==> config.mk <==
export PLATFORM = sky130hd
export DESIGN_NAME = uart_rx_fifo
export DESIGN_NICKNAME = d
export VERILOG_FILES = /design/src/rtl/uart_rx_fifo.sv
export SDC_FILE = /design/constraint.sdc
export NUM_CORES = 1
export LEC_CHECK = 0
export CORE_UTILIZATION = 40
export DETAILED_ROUTE_END_ITERATION = 10
export SLEW_MARGIN = 15
export SYNTH_ARGS = -nofsm -noshare
export SYNTH_HDL_FRONTEND = slang
export SYNTH_SLANG_ARGS = --single-unit
==> constraint.sdc <==
create_clock -name clk -period 4.02 [get_ports clk]
set_input_delay 0.804 -clock clk [delete_from_list [all_inputs] [get_ports clk]]
set_output_delay 0.804 -clock clk [all_outputs]
set_load 0.005 [all_outputs]
==> src/rtl/uart_rx_fifo.sv <==
// uart_rx_fifo: oversampling UART receiver (5..8 data bits, optional odd/even parity) feeding a first-word fall-through receive FIFO.
// Latency: a word shows on rxbyte/ready one clk after the stop-bit sample, plus 2 clk of rx synchroniser.
// Backpressure: none on the serial line; a word arriving while the FIFO is full (with no pop that cycle) is dropped and sets overrun.
//
// Optional feature macro: UART_RX_MAJORITY_EN. When defined, each START/DATA/PARITY/STOP sample
// is the 2-of-3 majority of rxs at the decision cycle and the two cycles before it.
//
// Ports:
//   clk        system clock
//   reset      asynchronous active-low reset
//   rx         serial line (asynchronous, idle high)
//   rxread     single-cycle pop of the head word (ignored while ready=0)
//   rxbyte     head-of-FIFO word, valid while ready=1 (0 when empty)
//   ready      FIFO not empty
//   level      number of words held, 0..FIFO_DEPTH
//   frame_err  sticky: stop bit sampled low
//   parity_err sticky: parity mismatch on an accepted word
//   overrun    sticky: word dropped because the FIFO was full
//   err_clr    single-cycle pulse clearing the three sticky flags
module uart_rx_fifo #(
    parameter int CLK_DIV    = 1042,
    parameter int DATA_BITS  = 8,
    parameter int PARITY     = 0,
    parameter int FIFO_DEPTH = 4
) (
    input  logic                          clk,
    input  logic                          reset,
    input  logic                          rx,
    input  logic                          rxread,
    output logic [DATA_BITS-1:0]          rxbyte,
    output logic                          ready,
    output logic [$clog2(FIFO_DEPTH):0]   level,
    output logic                          frame_err,
    output logic                          parity_err,
    output logic                          overrun,
    input  logic                          err_clr
);

    localparam int CW  = $clog2(CLK_DIV);
    localparam int AW  = $clog2(FIFO_DEPTH);
    localparam int LW  = AW + 1;
    localparam int IW  = $clog2(DATA_BITS);
    localparam logic [CW-1:0] HALF = CW'(CLK_DIV / 2);
    localparam logic [CW-1:0] LAST = CW'(CLK_DIV - 1);
    localparam logic [IW-1:0] LAST_IDX = IW'(DATA_BITS - 1);

    typedef enum logic [2:0] {IDLE, START, DATA, PAR, STOP} state_t;

    // ---------------- input synchroniser / sampling ----------------
    logic rx_meta, rxs, rxs_d;
    logic samp;
    logic fall;

`ifdef UART_RX_MAJORITY_EN
    logic rxs_d2;

    always_ff @(posedge clk or negedge reset) begin
        if (!reset) begin
            rx_meta <= 1'b1;
            rxs     <= 1'b1;
            rxs_d   <= 1'b1;
            rxs_d2  <= 1'b1;
        end else begin
            rx_meta <= rx;
            rxs     <= rx_meta;
            rxs_d   <= rxs;
            rxs_d2  <= rxs_d;
        end
    end

    // 2-of-3 vote over the decision cycle and the two cycles before it
    assign samp = (rxs & rxs_d) | (rxs & rxs_d2) | (rxs_d & rxs_d2);
`else
    always_ff @(posedge clk or negedge reset) begin
        if (!reset) begin
            rx_meta <= 1'b1;
            rxs     <= 1'b1;
            rxs_d   <= 1'b1;
        end else begin
            rx_meta <= rx;
            rxs     <= rx_meta;
            rxs_d   <= rxs;
        end
    end

    assign samp = rxs;
`endif

    // Edge rather than level: after a break the line must go high and fall
    // again before another frame is started.
    assign fall = rxs_d & ~rxs;

    // ---------------- frame FSM ----------------
    state_t               state;
    logic [CW-1:0]        cnt;
    logic [IW-1:0]        idx;
    logic [DATA_BITS-1:0] shreg;
    logic                 par_bad;

    logic tick_half, tick_bit;
    logic push, ferr_evt, perr_evt;

    assign tick_half = (cnt == HALF);
    assign tick_bit  = (cnt == LAST);

    always_ff @(posedge clk or negedge reset) begin
        if (!reset) begin
            state   <= IDLE;
            cnt     <= '0;
            idx     <= '0;
            shreg   <= '0;
            par_bad <= 1'b0;
        end else begin
            case (state)
                IDLE: begin
                    cnt <= '0;
                    if (fall) state <= START;
                end
                START: begin
                    if (tick_half) begin
                        cnt     <= '0;
                        idx     <= '0;
                        par_bad <= 1'b0;
                        // line back high at mid start bit: glitch, not a frame
                        state   <= samp ? IDLE : DATA;
                    end else begin
                        cnt <= cnt + 1'b1;
                    end
                end
                DATA: begin
                    if (tick_bit) begin
                        cnt        <= '0;
                        shreg[idx] <= samp;
                        if (idx == LAST_IDX) state <= (PARITY != 0) ? PAR : STOP;
                        else                 idx   <= idx + 1'b1;
                    end else begin
                        cnt <= cnt + 1'b1;
                    end
                end
                PAR: begin
                    if (tick_bit) begin
                        cnt     <= '0;
                        // odd: data^parity must be 1; even: must be 0
                        par_bad <= (PARITY == 1) ? ~(^shreg ^ samp) : (^shreg ^ samp);
                        state   <= STOP;
                    end else begin
                        cnt <= cnt + 1'b1;
                    end
                end
                STOP: begin
                    if (tick_bit) begin
                        cnt   <= '0;
                        state <= IDLE;
                    end else begin
                        cnt <= cnt + 1'b1;
                    end
                end
                default: begin
                    cnt   <= '0;
                    state <= IDLE;
                end
            endcase
        end
    end

    // Frame outcome is decided on the stop-bit sample itself so the FIFO
    // write lands on that same edge.
    assign push     = (state == STOP) && tick_bit && samp;
    assign ferr_evt = (state == STOP) && tick_bit && !samp;
    assign perr_evt = push && par_bad;

    // ---------------- receive FIFO ----------------
    logic [DATA_BITS-1:0] mem [FIFO_DEPTH];
    logic [AW-1:0]        wr_ptr, rd_ptr;
    logic                 full, pop, wr_en, ovr_evt;

    assign full    = (level == LW'(FIFO_DEPTH));
    assign pop     = rxread && ready;
    // a pop in the same cycle frees the slot the incoming word needs
    assign wr_en   = push && (!full || pop);
    assign ovr_evt = push && full && !pop;

    always_ff @(posedge clk) begin
        if (wr_en) mem[wr_ptr] <= shreg;
    end

    always_ff @(posedge clk or negedge reset) begin
        if (!reset) begin
            wr_ptr <= '0;
            rd_ptr <= '0;
            level  <= '0;
        end else begin
            if (wr_en) wr_ptr <= wr_ptr + 1'b1;
            if (pop)   rd_ptr <= rd_ptr + 1'b1;
            case ({wr_en, pop})
                2'b10:   level <= level + 1'b1;
                2'b01:   level <= level - 1'b1;
                default: level <= level;
            endcase
        end
    end

    assign ready  = (level != '0);
    assign rxbyte = ready ? mem[rd_ptr] : '0;

    // ---------------- sticky error flags (event beats clear) ----------------
    always_ff @(posedge clk or negedge reset) begin
        if (!reset) begin
            frame_err  <= 1'b0;
            parity_err <= 1'b0;
            overrun    <= 1'b0;
        end else begin
            if (ferr_evt)     frame_err  <= 1'b1;
            else if (err_clr) frame_err  <= 1'b0;
            if (perr_evt)     parity_err <= 1'b1;
            else if (err_clr) parity_err <= 1'b0;
            if (ovr_evt)      overrun    <= 1'b1;
            else if (err_clr) overrun    <= 1'b0;
        end
    end

endmodule

==> results_dict.tcl <==
set metrics [dict create \
    outcome "finished clean" \
    coreArea_um2 7807 \
    cap_violations 0 \
    cp_cell_sequence "mux4_2 > and2_1 > clkdlybuf4s50_1" \
    worst_setup_path_startpoint "rd_ptr[0]" \
    crit_fanout 10 \
    grt_overflow 0 \
    syn2layout_area_growth_pct 14.37 \
    antenna_found_initial 0 \
    syn_nets 251 \
    finalSetupViolations 0 \
    clk_pin_slew_ns 0.09 \
    r2r_end "level[2]" \
    clk-insertion-delay-late_ns 0.35 \
    cts_setup_buffers 0 \
    place_congestion 0.7351 \
    cts_made_buffers 9 \
    fin_nets 273 \
    rsz0062_at_grt "no" \
    dp_cells 350 \
    synth.distinct_cells 44 \
    max_freq_mhz 330.7 \
    fin_cells 366 \
    hold_buffers 0 \
    drv_slew 0 \
    postRouteAntennaNets 0 \
    r2r_slack_ns 1.41 \
    cts_tree "yes" \
    port_buffers 19 \
    layout_commonest_cell "dfrtp_1" \
    min_period_over_period_pct 75.21 \
    drc 0 \
    vdd_drop_max_mv 0.2784 \
    avgSynthCellArea_um2 13.74 \
    cts_buffer_depth 2 \
    critical_path.max_stage_delay_ns 0.70 \
    vias 1865 \
    leakage_uw 0.001536 \
    die_h_um 92.24 \
    holdCritPathClass "reg -> reg" \
    drive_gt1_share_pct 18.18 \
    yosys_warnings 0 \
    yosysSeqAreaShare_pct 59.59 \
    cp-start-kind "register" \
    cts_root_buf "clkbuf_8" \
    cts_sinks 71 \
    criticalPathCategory "reg -> out" \
    antennaDiodeCount 0 \
    endpoint "rxbyte[1]" \
    wl_per_cell_um 14.87 \
    start_util_pct 41.71 \
    cts_resized 0 \
    drt_iter0_markers 81 \
    worstReg2RegStart "rxs" \
    grtUsageTotal_pct 14.75 \
    row_count 32 \
    syn_inst 237 \
    syn_area_um2 3257 \
    fin_crit_ns 3.024 \
    p_per_area_nw_per_um2 404.7 \
    die_x_um 92.24 \
    finalPower_uw 1507 \
    tightest_slew_ns 0.8857 \
    cp-end-kind "output port" \
    slowest_stage "dfrtp_1" \
    routed_via_density 5.096 \
    timing.hold.ws_ns 0.3569 \
    ff2ff_path_depth 6 \
    tns_ns 0 \
    final_cell_mix "dfrtp_1, edfxtp_1, nor2_1, clkdlybuf4s50_1, nand3_1" \
    synth-seq-cells 71 \
    dr.pass1.iters 4 \
    grt_start_max_net_pins 40 \
    grt_pass1_vias 1936 \
    finalHoldViolations 0 \
    fin_skew_ns 0.01095 \
    maxSlewHeadroom_pct 40.96 \
    htree_levels 3 \
    grt_pass1_wl_mm 9.390 \
    wl_mm 5.442 \
    dpl.hpwl_mm 3.850 \
    cp.required_ns 3.22 \
    cp.arrival_ns 2.22 \
    die-area_um2 8507 \
    io_pins 20 \
]
==> final cells by class <==
type                    count  area (µm²)
flip-flops and latches     71        1941
repair buffers             19       185.2
clock buffers               9       123.9
clock inverters             7       62.56
inverters                   8       30.03
multi-input cells         150        1255
fillers                   707        4083
well taps                 102       127.6
==> worst min path at each step <==
| stage | cells after the start | start | to |
|---|---|---|---|
| 2_1_floorplan | 0 | rx_meta | rxs |
| 3_3_place_gp | 0 | rx_meta | rxs |
| 3_5_place_dp | 0 | rx_meta | rxs |
| 4_1_cts | 0 | rx_meta | rxs |
| 5_1_grt | 0 | rx_meta | rxs |
| 6_report | 0 | rx_meta | rxs |
==> worst max-delay path: cells and delay by family (launching register included) <==
kind                   cells  cell delay [ns]
DFF                        1             0.70
muxes                      1             0.58
and+or+nand+nor            1             0.17
buffers and inverters      1             0.43
==> metrics by stage <==
| step | utilization, % | cell area, µm² | setup slack (ns) |
|---|---|---|---|
| 2_1_floorplan | - | 3257 | 1.627 |
| 3_3_place_gp | 45.32 | 3538 | 1.208 |
| 3_5_place_dp | 45.32 | 3538 | 1.199 |
| 4_1_cts | 47.71 | 3725 | 0.9313 |
| 5_1_grt | 47.71 | 3725 | 0.8204 |
| 6_report | 47.71 | 3725 | 0.9964 |
==> cells by family after synthesis <==
group                      count (synthesis)  synth area share [%]
muxes                                     22                 10.60
DFF                                       71                 59.59
buffers and inverters                     16                 1.882
AOI/OAI and AO/OA                         15                 3.035
adders and majority gates                  9                 3.688
and+or+nand+nor                           82                 15.29
xor gates and xnor gates                  22                 5.916
==> where the power goes <==
group	internal, µW	leakage [µW]	switching, µW
sequential	790	0.000878	50.8
clock	236	0.0000863	294
combinational	61.7	0.000572	74.7
total	1090	0.00154	419
==> flip-flops by register name (all words and copies together) (netlist names) <==
| signal | cells |
|---|---|
| cnt | 11 |
| level | 3 |
| frame_err | 1 |
| par_bad | 1 |
| idx | 3 |
| rxs | 1 |
| state | 3 |
| wr_ptr | 2 |
| rxs_d | 1 |
| overrun | 1 |
| rd_ptr | 2 |
| rx_meta | 1 |
| shreg | 8 |
| mem | 32 |
| parity_err | 1 |
==> cells in the mapped netlist <==
master / number / area share [%]
o21ai_2: 1 / 0.27
xnor2_1: 12 / 3.2
buf_1: 1 / 0.12
a21oi_1: 4 / 0.61
xor2_1: 10 / 2.7
o22ai_1: 1 / 0.19
nor3_1: 4 / 0.61
or4b_2: 1 / 0.31
o32ai_1: 2 / 0.54
or4bb_1: 1 / 0.35
edfxtp_1: 32 / 30
mux2_4: 3 / 1.4
nand4_1: 2 / 0.38
and3_4: 1 / 0.35
ha_1: 8 / 3.1
nand3_1: 13 / 2.0
nand4bb_4: 1 / 0.85
mux2i_1: 3 / 0.92
o31ai_1: 3 / 0.69
nand2_1: 12 / 1.4
nand3b_1: 1 / 0.23
nor3_4: 1 / 0.50
buf_2: 1 / 0.15
a311oi_1: 1 / 0.27
o21ai_0: 3 / 0.46
or2_2: 1 / 0.19
mux4_2: 8 / 5.5
nor4bb_1: 2 / 0.61
nor3b_1: 1 / 0.23
dfstp_2: 3 / 2.4
dfrtp_1: 36 / 28
nor4_4: 1 / 0.65
nor2_1: 18 / 2.1
or3_1: 1 / 0.19
and3_2: 1 / 0.23
inv_1: 8 / 0.92
fa_1: 1 / 0.61
clkbuf_1: 6 / 0.69
or4b_4: 1 / 0.42
mux2_2: 8 / 2.8
nand2b_1: 1 / 0.19
and3_1: 5 / 0.96
nand4b_1: 1 / 0.27
and2_1: 12 / 2.3
==> layer usage <==
layer / up-vias / wire [µm] / GRT usage [%]
li1: 903 / - / -
met1: 926 / 2549 / 18.64
met2: 31 / 2668 / 23.32
met3: 5 / 156 / 5.224
met4: 0 / 68 / 5.469
met5: - / 0 / 0
(Power assumes the default switching activity.)
